[src/rtl/pipe_ctrl_pkg.sv]
// pipe_ctrl_pkg
// Shared definitions for the pipeline hazard/sequencing controller:
// FSM state encoding and the default widths used by the core.
package pipe_ctrl_pkg;

  localparam int PC_WIDTH_DEF      = 32;
  localparam int REG_IDX_WIDTH_DEF = 5;

  typedef enum logic [1:0] {
    ST_RUN      = 2'd0,
    ST_MDV_WAIT = 2'd1,
    ST_MEM_WAIT = 2'd2
  } state_e;

endpackage

[src/rtl/pipe_ctrl_hazard_detect.sv]
// hazard_detect
// Combinational load-use compare between the EX-stage load destination and
// the decode-stage source registers.
// Ports:
//   rs1_en_i/rs2_en_i, rs1_idx_i/rs2_idx_i : decode source reads
//   rd_en_i, rd_idx_i, is_load_i           : EX-stage destination info
//   hazard_o                               : load-use hazard present
module hazard_detect #(
  parameter int REG_IDX_WIDTH = 5
) (
  input  logic                     rs1_en_i,
  input  logic [REG_IDX_WIDTH-1:0] rs1_idx_i,
  input  logic                     rs2_en_i,
  input  logic [REG_IDX_WIDTH-1:0] rs2_idx_i,
  input  logic                     rd_en_i,
  input  logic [REG_IDX_WIDTH-1:0] rd_idx_i,
  input  logic                     is_load_i,
  output logic                     hazard_o
);

  logic rd_live;
  logic rs1_hit;
  logic rs2_hit;

  // x0 is hardwired to zero, so a load "writing" it never creates a dependency.
  assign rd_live  = is_load_i & rd_en_i & (rd_idx_i != '0);
  assign rs1_hit  = rs1_en_i & (rs1_idx_i == rd_idx_i);
  assign rs2_hit  = rs2_en_i & (rs2_idx_i == rd_idx_i);
  assign hazard_o = rd_live & (rs1_hit | rs2_hit);

endmodule

[src/rtl/pipe_ctrl.sv]
// pipe_ctrl
// Central stall/flush/redirect controller for the five-stage pipeline.
// Handles load-use bubbles, iterative mul/div occupancy of EX, data-memory
// back-pressure (with a sticky watchdog) and EX redirects. Also keeps a
// saturating count of cycles in which the PC is stalled.
// Ports:
//   clk, rst                      : clock, synchronous active-high reset
//   dec_*                         : decode-stage source reads
//   id_ex_*                       : EX-stage destination / load info
//   ex_mdv_req_i, mdv_done_i      : mul/div request and completion pulse
//   ex_pipe_flush_i/_pc_i         : EX redirect request and target
//   mem_stall_i                   : data memory not ready
//   *_stall_o, *_flush_o          : stage hold / bubble controls
//   redirect_o, redirect_pc_o     : pc_reg redirect
//   mdv_go_o                      : start pulse to the iterative unit
//   mem_timeout_o                 : sticky memory watchdog error
//   stall_cycles_o                : saturating pc-stall cycle count
//
// state    | meaning
// ---------+------------------------------------------------------------
// RUN      | normal flow; hazards, redirects and request entry evaluated
// MDV_WAIT | EX held while the iterative mul/div unit works
// MEM_WAIT | whole pipe held while data memory is not ready
module pipe_ctrl
  import pipe_ctrl_pkg::*;
#(
  parameter int PC_WIDTH      = PC_WIDTH_DEF,
  parameter int REG_IDX_WIDTH = REG_IDX_WIDTH_DEF,
  parameter int MEM_TIMEOUT   = 255,
  parameter int PERF_WIDTH    = 32
) (
  input  logic                     clk,
  input  logic                     rst,
  input  logic                     dec_rs1_en_i,
  input  logic                     dec_rs2_en_i,
  input  logic [REG_IDX_WIDTH-1:0] dec_rs1_idx_i,
  input  logic [REG_IDX_WIDTH-1:0] dec_rs2_idx_i,
  input  logic                     id_ex_rd_en_i,
  input  logic [REG_IDX_WIDTH-1:0] id_ex_rd_idx_i,
  input  logic                     id_ex_is_load_i,
  input  logic                     ex_mdv_req_i,
  input  logic                     mdv_done_i,
  input  logic                     ex_pipe_flush_i,
  input  logic [PC_WIDTH-1:0]      ex_pipe_flush_pc_i,
  input  logic                     mem_stall_i,
  output logic                     pc_stall_o,
  output logic                     if_id_stall_o,
  output logic                     id_ex_stall_o,
  output logic                     ex_stall_o,
  output logic                     if_id_flush_o,
  output logic                     id_ex_flush_o,
  output logic                     redirect_o,
  output logic [PC_WIDTH-1:0]      redirect_pc_o,
  output logic                     mdv_go_o,
  output logic                     mem_timeout_o,
  output logic [PERF_WIDTH-1:0]    stall_cycles_o
);

  localparam int WD_W = (MEM_TIMEOUT < 2) ? 1 : $clog2(MEM_TIMEOUT + 1);
  localparam logic [WD_W-1:0] WD_MAX = WD_W'(MEM_TIMEOUT);

  state_e                state_q, state_d;
  logic [WD_W-1:0]       wdog_q, wdog_d;
  logic                  timeout_q, timeout_d;
  logic [PERF_WIDTH-1:0] perf_q, perf_d;
  logic                  load_use;
  logic                  mem_hold;

  hazard_detect #(
    .REG_IDX_WIDTH(REG_IDX_WIDTH)
  ) u_hazard_detect (
    .rs1_en_i (dec_rs1_en_i),
    .rs1_idx_i(dec_rs1_idx_i),
    .rs2_en_i (dec_rs2_en_i),
    .rs2_idx_i(dec_rs2_idx_i),
    .rd_en_i  (id_ex_rd_en_i),
    .rd_idx_i (id_ex_rd_idx_i),
    .is_load_i(id_ex_is_load_i),
    .hazard_o (load_use)
  );

  always_ff @(posedge clk) begin
    if (rst) begin
      state_q   <= ST_RUN;
      wdog_q    <= '0;
      timeout_q <= 1'b0;
      perf_q    <= '0;
    end else begin
      state_q   <= state_d;
      wdog_q    <= wdog_d;
      timeout_q <= timeout_d;
      perf_q    <= perf_d;
    end
  end

  // Outputs are forced quiet while rst is held so a request still asserted
  // across reset cannot leak a stall or a second mdv_go pulse.
  always_comb begin
    state_d       = state_q;
    pc_stall_o    = 1'b0;
    if_id_stall_o = 1'b0;
    id_ex_stall_o = 1'b0;
    ex_stall_o    = 1'b0;
    if_id_flush_o = 1'b0;
    id_ex_flush_o = 1'b0;
    redirect_o    = 1'b0;
    redirect_pc_o = '0;
    mdv_go_o      = 1'b0;
    if (rst) begin
      state_d = ST_RUN;
    end else begin
      case (state_q)
        ST_RUN: begin
          if (mem_stall_i) begin
            {pc_stall_o, if_id_stall_o, id_ex_stall_o, ex_stall_o} = 4'b1111;
            state_d = ST_MEM_WAIT;
          end else if (ex_pipe_flush_i) begin
            redirect_o    = 1'b1;
            redirect_pc_o = ex_pipe_flush_pc_i;
            if_id_flush_o = 1'b1;
            id_ex_flush_o = 1'b1;
          end else if (ex_mdv_req_i) begin
            mdv_go_o = 1'b1;
            {pc_stall_o, if_id_stall_o, id_ex_stall_o, ex_stall_o} = 4'b1111;
            state_d = ST_MDV_WAIT;
          end else if (load_use) begin
            pc_stall_o    = 1'b1;
            if_id_stall_o = 1'b1;
            id_ex_flush_o = 1'b1;
          end
        end
        ST_MDV_WAIT: begin
          if (mdv_done_i) begin
            state_d = ST_RUN;
          end else begin
            {pc_stall_o, if_id_stall_o, id_ex_stall_o, ex_stall_o} = 4'b1111;
          end
        end
        ST_MEM_WAIT: begin
          if (mem_stall_i) begin
            {pc_stall_o, if_id_stall_o, id_ex_stall_o, ex_stall_o} = 4'b1111;
          end else begin
            state_d = ST_RUN;
          end
        end
        default: state_d = ST_RUN;
      endcase
    end
  end

  // The RUN cycle that enters MEM_WAIT is the first stalled cycle, so a
  // MEM_WAIT stall cycle with watchdog value w is consecutive stall w+2.
  assign mem_hold = (state_q == ST_MEM_WAIT) && mem_stall_i;

  always_comb begin
    wdog_d    = '0;
    timeout_d = timeout_q;
    if (mem_hold) begin
      wdog_d = (wdog_q == WD_MAX) ? wdog_q : wdog_q + WD_W'(1);
      if ((int'(wdog_q) + 2) >= MEM_TIMEOUT) timeout_d = 1'b1;
    end else if ((state_q == ST_RUN) && mem_stall_i && (MEM_TIMEOUT <= 1)) begin
      timeout_d = 1'b1;
    end
  end

  always_comb begin
    perf_d = perf_q;
    if (pc_stall_o && (perf_q != {PERF_WIDTH{1'b1}})) perf_d = perf_q + PERF_WIDTH'(1);
  end

  assign mem_timeout_o  = timeout_q;
  assign stall_cycles_o = perf_q;

endmodule

[config.mk]
export PLATFORM = sky130hd
export DESIGN_NAME = pipe_ctrl
export DESIGN_NICKNAME = d
export VERILOG_FILES = /design/src/rtl/pipe_ctrl_pkg.sv /design/src/rtl/pipe_ctrl_hazard_detect.sv /design/src/rtl/pipe_ctrl.sv
export SDC_FILE = /design/constraint.sdc
export NUM_CORES = 1
export LEC_CHECK = 0
export ABC_AREA = 1
export CAP_MARGIN = 20
export CORE_UTILIZATION = 45
export CTS_CLUSTER_DIAMETER = 100
export DETAILED_ROUTE_END_ITERATION = 12
export GPL_TIMING_DRIVEN = 1
export PLACE_DENSITY = 0.88
export SLEW_MARGIN = 5
export SYNTH_ARGS = -nofsm -noshare
export SYNTH_HDL_FRONTEND = slang
export SYNTH_HIERARCHICAL = 1
export SYNTH_SLANG_ARGS = --single-unit
[constraint.sdc]
create_clock -name clk -period 3.3 [get_ports clk]
set_clock_uncertainty 0.1 [all_clocks]
set_input_delay 0.33 -clock clk [delete_from_list [all_inputs] [get_ports clk]]
set_output_delay 0.33 -clock clk [all_outputs]
set_load 0.02 [all_outputs]
==> results by group, run 1 <==
Yosys
  • Synthesized area: 0.00342 mm2
  • YS warnings: 6
  • Avg Inst Size Synth: 5.76 um2
  • #FFs+latches synth: 43
  • Cell variety after synth: 34
  • Syn Inst Count: 594
  • Post-synthesis sequential area ratio: 25.2%
  • Mapped Nets: 656

Critical path
  • CP required: 2870 ps
  • Cell Chain, Critical Path: clkdlybuf4s50_1, inv_2, nand2_1, nand2_1, nor2_1, nand3_1, a21oi_1, inv_1, a2111oi_0, clkdlybuf4s50_1
  • CP max stage delay: 680 ps
  • CP Capture Type: output pin
  • CP delay by family, top: buffers and inverters
  • Buffers & Inverters on Critical Path: 4
  • R2R depth: 9
  • CP Depth: 10
  • Critical path arrival: 2500 ps
  • Crit path kind: in2out
  • Critical path's slowest cell: clkdlybuf4s50_1
  • Worst Path Max Fanout: 4
  • Setup crit start kind: input pin

Clocking
  • Worst-path clk slew: 80 ps
  • Htree depth: 2
  • Post-cts sizing count: 0
  • CTS tree: yes
  • CTS Sinks: 43
  • Worst-skew pair later-pin latency: 300 ps
  • Hold-fix buffers at CTS: 0
  • Root Buffer Master: clkbuf_8
  • Post-CTS setup buffer count: 0
  • CTS buffer count: 5
  • Clock Path Buffers: 2

Finish
  • Area Growth Syn to Fin: 42.8%
  • Nets@finish: 780
  • Number of cells in the finished layout apart from fillers: 818
  • Layout cells sized above 1: 7.09%
  • N_diodes: 0

Timing
  • Unrepaired setup endpoints after global routing: no
  • Period utilization: 88.7%
  • Hold slack: 375 ps
  • Period minus WS final: 2930 ps
  • Fmax: 342 MHz
  • Worst-Margin Slew: 441 ps
  • Pins Over Slew Limit: 0
  • Finish-stage setup viols: 0
  • PnR worst setup slack: 374 ps
  • Final hold vios: 0
  • Sum Neg Setup Slack: 0 ps
  • Slew HR: 70.4%

Floorplanning
  • # rows: 31
  • Initial Util: 46.9%
  • Die span in y: 89.2 um
  • # IOs: 130
  • Die X: 89.2 um
  • Die area: 0.00795 mm2
  • Core area: 0.00729 mm2

Power and ir drop
  • LEAKAGE: 2.03 nW
  • Cell-internal power: 0.000945 W
  • Maximum VDD drop: 0.168 mV
  • Sequential power share: 41.9%
  • Switching part of the total: 25.2%
  • Logic pwr share: 19.4%
  • Clock share of power: 38.7%
  • P per Cell Area: 259 mW/mm2
  • Net Sw Power: 0.000318 W

GRT
  • Wire length of the first global-routing pass: 16000 um
  • Initial antenna violation count: 0
  • Vias in the first global route: 3789
  • Total gr overflow: 0
  • Gr usage total: 25.3%
  • Pin count of the biggest net entering global routing: 34

Flow run
  • Max Cap Viol: 0

Routing
  • First-pass DRT Iterations: 6
  • Post-Route WL: 9790 um
  • # DRC: 0
  • Drt wl/cell: 12.0 um
  • Final ANT Viol Nets: 0
  • Routed vias: 4040
  • Vias per cell: 4.94
  • Drt initial violations: 229

Min path
  • HP Class: reg2reg
  • Hold path depth: 2

Status
  • Status: finished, final reports clean

Place
  • Final Wtd Congestion: 0.952
  • DP Wirelength: 7660 um
  • Placed Cells: 810
  • Worst slack, placed: 340 ps
  • Input/output buffers: 129
-- synthesized netlist by cell type --
| master | number | area [um2] |
|---|---|---|
| nor2_4 | 2 | 22.5 |
| nor2_8 | 1 | 20.0 |
| nand4_1 | 3 | 18.8 |
| buf_8 | 1 | 15.0 |
| buf_4 | 4 | 30.0 |
| nand2_1 | 186 | 698 |
| xor2_1 | 11 | 96.3 |
| a21oi_1 | 24 | 120 |
| inv_1 | 92 | 345 |
| buf_6 | 1 | 11.3 |
| buf_12 | 1 | 20.0 |
| o22ai_1 | 1 | 6.26 |
| nand2_2 | 13 | 81.3 |
| or2_2 | 1 | 6.26 |
| inv_2 | 3 | 11.3 |
| nand2_8 | 1 | 20.0 |
| nand3_1 | 38 | 190 |
| o21ai_0 | 7 | 35.0 |
| o21a_1 | 1 | 7.51 |
| ha_1 | 5 | 62.6 |
| nor2_1 | 113 | 424 |
| a21oi_2 | 14 | 123 |
| a2111oi_0 | 1 | 8.76 |
| dfxtp_1 | 43 | 861 |
| a311oi_1 | 2 | 17.5 |
| a211oi_1 | 1 | 7.51 |
| nor3_1 | 4 | 20.0 |
| buf_1 | 1 | 3.75 |
| a21oi_4 | 1 | 16.3 |
| nor2_2 | 2 | 12.5 |
| buf_2 | 3 | 15.0 |
| clkbuf_1 | 5 | 18.8 |
| nand2_4 | 2 | 22.5 |
| xnor2_1 | 6 | 52.6 |
-- sequential cells by signal, summed over array words and instances (netlist names) --
register	cells
mem_timeout_o	1
wdog_q	8
stall_cycles_o	32
state_q	2
-- stage by stage --
stage | util, % | instance area [um2] | power [W]
5_1_grt | 67.0 | 4880 | 0.00131
3_5_place_dp | 65.2 | 4750 | 0.000786
3_3_place_gp | 65.2 | 4750 | 0.000782
4_1_cts | 67.0 | 4880 | 0.00127
2_1_floorplan | - | 3420 | 0.000667
6_report | 67.0 | 4880 | 0.00126
-- worst paths after layout --
| kind | endpoint | slack (ps) | from |
|---|---|---|---|
| worst max-delay path | id_ex_flush_o | 370 | id_ex_rd_idx_i[1] |
| worst min-delay path | mem_timeout_o | 370 | mem_timeout_o |
| worst max register to register | stall_cycles_o[12] | 1190 | stall_cycles_o[0] |
| worst min register to register | mem_timeout_o | 370 | mem_timeout_o |
-- cells in the final DEF, fill, tap and decap left out, types with 2 or more instances in the layout --
master / netlist / layout
nor3_1: 4 / 4
o21ai_0: 7 / 7
a311oi_1: 2 / 2
nor2_1: 113 / 113
bufinv_16: 0 / 2
nand2_2: 13 / 13
a21oi_1: 24 / 24
nor2_2: 2 / 2
ha_1: 5 / 5
dfxtp_1: 43 / 43
buf_4: 4 / 4
inv_1: 92 / 92
clkbuf_8: 0 / 5
xnor2_1: 6 / 6
nand2_4: 2 / 2
a21oi_2: 14 / 14
nand4_1: 3 / 3
nor2_4: 2 / 2
inv_2: 3 / 3
nand3_1: 38 / 38
nand2_1: 186 / 186
xor2_1: 11 / 11
clkdlybuf4s50_1: 0 / 129
-- power by group through the flow --
stage	combinational (W)	clock, W	sequential (W)
6_report	0.000245	0.000489	0.000530
5_1_grt	0.000266	0.000515	0.000531
4_1_cts	0.000245	0.000491	0.000530
3_5_place_dp	0.000244	0	0.000542
3_3_place_gp	0.000240	0	0.000542
2_1_floorplan	0.000123	0	0.000543
-- area by class of cell --
cell class / count / area (um2)
tap: 99 / 124
clock inverter: 2 / 60.1
clock buffer: 6 / 72.6
multi-input combinational: 440 / 2090
fill: 654 / 2410
sequential: 43 / 861
inverter: 95 / 357
timing repair buffer: 133 / 1320
-- tightest hold or removal path: cells and delay by family (launching register included) --
family	cells	cell delay, ps
AND/OR/NAND/NOR	2	120
flip-flops	1	320
-- cell families (layout without fill, tap and decap cells) --
kind of cell    Yosys count  after routing  share of synthesized area (%)
simple gates            366            366                           44.9
buf+inv                 111            236                           13.8
compound gates           52             52                           9.99
flops                    43             43                           25.2
xor+xnor                 17             17                           4.35
fa+ha+maj                 5              5                           1.83
-- metal layers --
layer	part of all wire (%)	track usage [%]	vias to the layer above	routed length, um
met5	0	0	-	0
met4	1.3	7.94	0	128
met3	8.1	5.08	17	792
met2	51	47.3	172	4990
met1	40	28.8	1805	3880
li1	-	-	2046	-
(Power assumes the default switching activity.)
==> inputs of run 2 (changes only) <==
--- a/config.mk
+++ b/config.mk
@@ -17,3 +17,4 @@
 export SYNTH_HDL_FRONTEND = slang
 export SYNTH_HIERARCHICAL = 1
 export SYNTH_SLANG_ARGS = --single-unit
+export TNS_END_PERCENT = 5
==> constraint.sdc (replaced) <==
create_clock -name clk -period 3.76 [get_ports clk]
set_clock_uncertainty 0.1 [all_clocks]
set_input_delay 0.376 -clock clk [delete_from_list [all_inputs] [get_ports clk]]
set_output_delay 0.376 -clock clk [all_outputs]
set_load 0.02 [all_outputs]
==> results by group, run 2 (synthesized netlist as in run 1, its figures left out) <==
Status
  • Status: finished, final reports clean

Critical path
  • CP Depth: 7 (-3)
  • CP max stage delay: 650 ps (-30 ps)
  • Cell Chain, Critical Path: clkdlybuf4s50_1, inv_1, nand2_1, nor2_1, nand2_1, nor2_1, clkdlybuf4s50_1
  • CP Capture Type: output pin
  • Setup crit start kind: input pin
  • CP required: 3280 ps (+410 ps)
  • Buffers & Inverters on Critical Path: 3 (-1)
  • Critical path's slowest cell: clkdlybuf4s50_1
  • Critical path arrival: 2660 ps (+160 ps)
  • Crit path kind: in2out
  • CP delay by family, top: buffers and inverters
  • R2R depth: 9 (unchanged)
  • Worst Path Max Fanout: 33 (+29)
  • FF-to-FF setup slack: 1680 ps (+490 ps)

Finish
  • Commonest cells after routing, fill and taps aside: 186 x nand2_1, 129 x clkdlybuf4s50_1, 113 x nor2_1
  • Area of the multi-input gates: 0.00209 mm2 (unchanged)
  • N_diodes: 0 (unchanged)
  • Commonest non-fill, non-tap cell in the layout: nand2_1
  • Max reg flops: 32 (unchanged)
  • Layout cells sized above 1: 7.10% (+0.0099 points)
  • Area Growth Syn to Fin: 42.7% (about the same)
  • Nets@finish: 779 (-0.13%)
  • # fillers: 648 (-0.92%)
  • FF/Latch Area: 861 um2 (unchanged)

Timing
  • Finish-stage setup viols: 0 (unchanged)
  • Sum Neg Setup Slack: 0 ps (unchanged)
  • PnR worst setup slack: 622 ps (+248 ps)
  • Worst-Margin Slew: 965 ps (+524 ps)
  • Final hold vios: 0 (unchanged)
  • Pins Over Slew Limit: 0 (unchanged)
  • Period minus WS final: 3140 ps
  • Slew HR: 35.5% (-35 points)
  • Period utilization: 83.5%
  • Fmax: 319 MHz
  • Unrepaired setup endpoints after global routing: no

Clocking
  • Htree depth: 2 (unchanged)
  • Root Buffer Master: clkbuf_8
  • CTS tree: yes
  • Clock Path Buffers: 2 (unchanged)
  • CTS Sinks: 43 (unchanged)
  • Hold-fix buffers at CTS: 0 (unchanged)
  • Worst-path clk slew: 80 ps (about the same)
  • Post-CTS setup buffer count: 0 (unchanged)
  • CTS buffer count: 5 (unchanged)
  • Worst-skew pair later-pin latency: 300 ps (about the same)
  • Post-cts sizing count: 0 (unchanged)

Power and ir drop
  • Logic pwr share: 19.2% (-0.2 points)
  • Maximum VDD drop: 0.174 mV (+3.6%)
  • Sequential power share: 41.8% (about the same)
  • P per Cell Area: 228 mW/mm2 (-12%)
  • Clock share of power: 39.0% (+0.3 points)
  • LEAKAGE: 2.03 nW (-0.26%)
  • Cell-internal power: 0.000828 W (-12%)
  • Switching part of the total: 25.6% (+0.41 points)
  • Net Sw Power: 0.000285 W (-10%)

GRT
  • Gr usage total: 25.3% (about the same)
  • Vias in the first global route: 3730 (-1.6%)
  • Total gr overflow: 0 (unchanged)
  • Initial antenna violation count: 0 (unchanged)
  • Wire length of the first global-routing pass: 15800 um (-1.6%)
  • Pin count of the biggest net entering global routing: 34 (unchanged)

Floorplanning
  • # rows: 31 (unchanged)
  • # IOs: 130 (unchanged)
  • Die X: 89.2 um (unchanged)
  • Core area: 0.00729 mm2 (unchanged)
  • Die area: 0.00795 mm2 (unchanged)
  • Initial Util: 46.9% (unchanged)
  • Die span in y: 89.2 um (unchanged)

Routing
  • # DRC: 0 (unchanged)
  • Vias per cell: 4.88 (-1.3%)
  • Final ANT Viol Nets: 0 (unchanged)
  • First-pass DRT Iterations: 4 (-2)
  • Drt wl/cell: 11.9 um (-0.15%)
  • Drt initial violations: 161 (-30%)
  • Post-Route WL: 9760 um (-0.28%)
  • Routed vias: 3984 (-1.4%)

Place
  • Worst slack, placed: 615 ps (+275 ps)
  • Input/output buffers: 129 (unchanged)
  • DP Wirelength: 7720 um (+0.84%)
  • Final Wtd Congestion: 0.936 (-1.7%)

Min path
  • Hold path depth: 2 (unchanged)
  • HP Class: reg2reg

Flow run
  • Max Cap Viol: 0 (unchanged)
## run 2: changes by cell type in the layout (fill, tap and decap cells not counted)
| cell | delta |
|---|---|
| clkbuf_1 | -1 |
| clkinvlp_4 | +1 |
| buf_4 | -1 |
## run 2: cell type report
cell class | instances | area share, %
Clock buffer | 5 | 1.41
Sequential cell | 43 | 17.6
Timing Repair Buffer | 132 | 26.9
Multi-Input combinational cell | 440 | 42.8
Clock inverter | 3 | 1.38
Tap cell | 99 | 2.54
Inverter | 95 | 7.31
## run 2: worst register-to-register path, cell delays in order, from the launching register on
cell,delay (ps)
dfxtp_1,480
ha_1,270
nand3_1,180
nor2_1,290
nand2_1,100
nor2_1,110
nor2_1,50
buf_4,200
nand2_1,110
a21oi_1,60
## run 2: metrics by stage
step / hold slack (ps) / power [W] / area [um2] / instances / util (%)
floorplan: 375 / 0.000585 / 3420 / 594 / -
global placement: 345 / 0.000686 / 4740 / 809 / 65.1
detailed placement: 342 / 0.000689 / 4740 / 809 / 65.1
CTS: 361 / 0.00112 / 4880 / 817 / 66.9
global route: 372 / 0.00115 / 4880 / 817 / 66.9
finish: 355 / 0.00111 / 4880 / 817 / 66.9
## run 2: routing by layer
| layer | global-route usage (%) | part of all wire (%) |
|---|---|---|
| met1 | 28.9 | 41 |
| met2 | 47.1 | 50 |
| met3 | 4.99 | 7.4 |
| met4 | 8.37 | 1.6 |
| met5 | 0 | 0 |
## run 2: power groups by stage
stage / registers (W) / clock network (W) / logic (W)
5_1_grt: 0.000466 / 0.000455 / 0.000232
6_report: 0.000465 / 0.000434 / 0.000214
4_1_cts: 0.000465 / 0.000441 / 0.000214
3_5_place_dp: 0.000476 / 0 / 0.000213
3_3_place_gp: 0.000476 / 0 / 0.000210
2_1_floorplan: 0.000477 / 0 / 0.000108
## run 2: final timing paths
path / startpoint / end
max: mem_stall_i / redirect_pc_o[23]
min reg2reg: mem_timeout_o / mem_timeout_o
max reg2reg: stall_cycles_o[0] / stall_cycles_o[13]
min: mem_timeout_o / mem_timeout_o
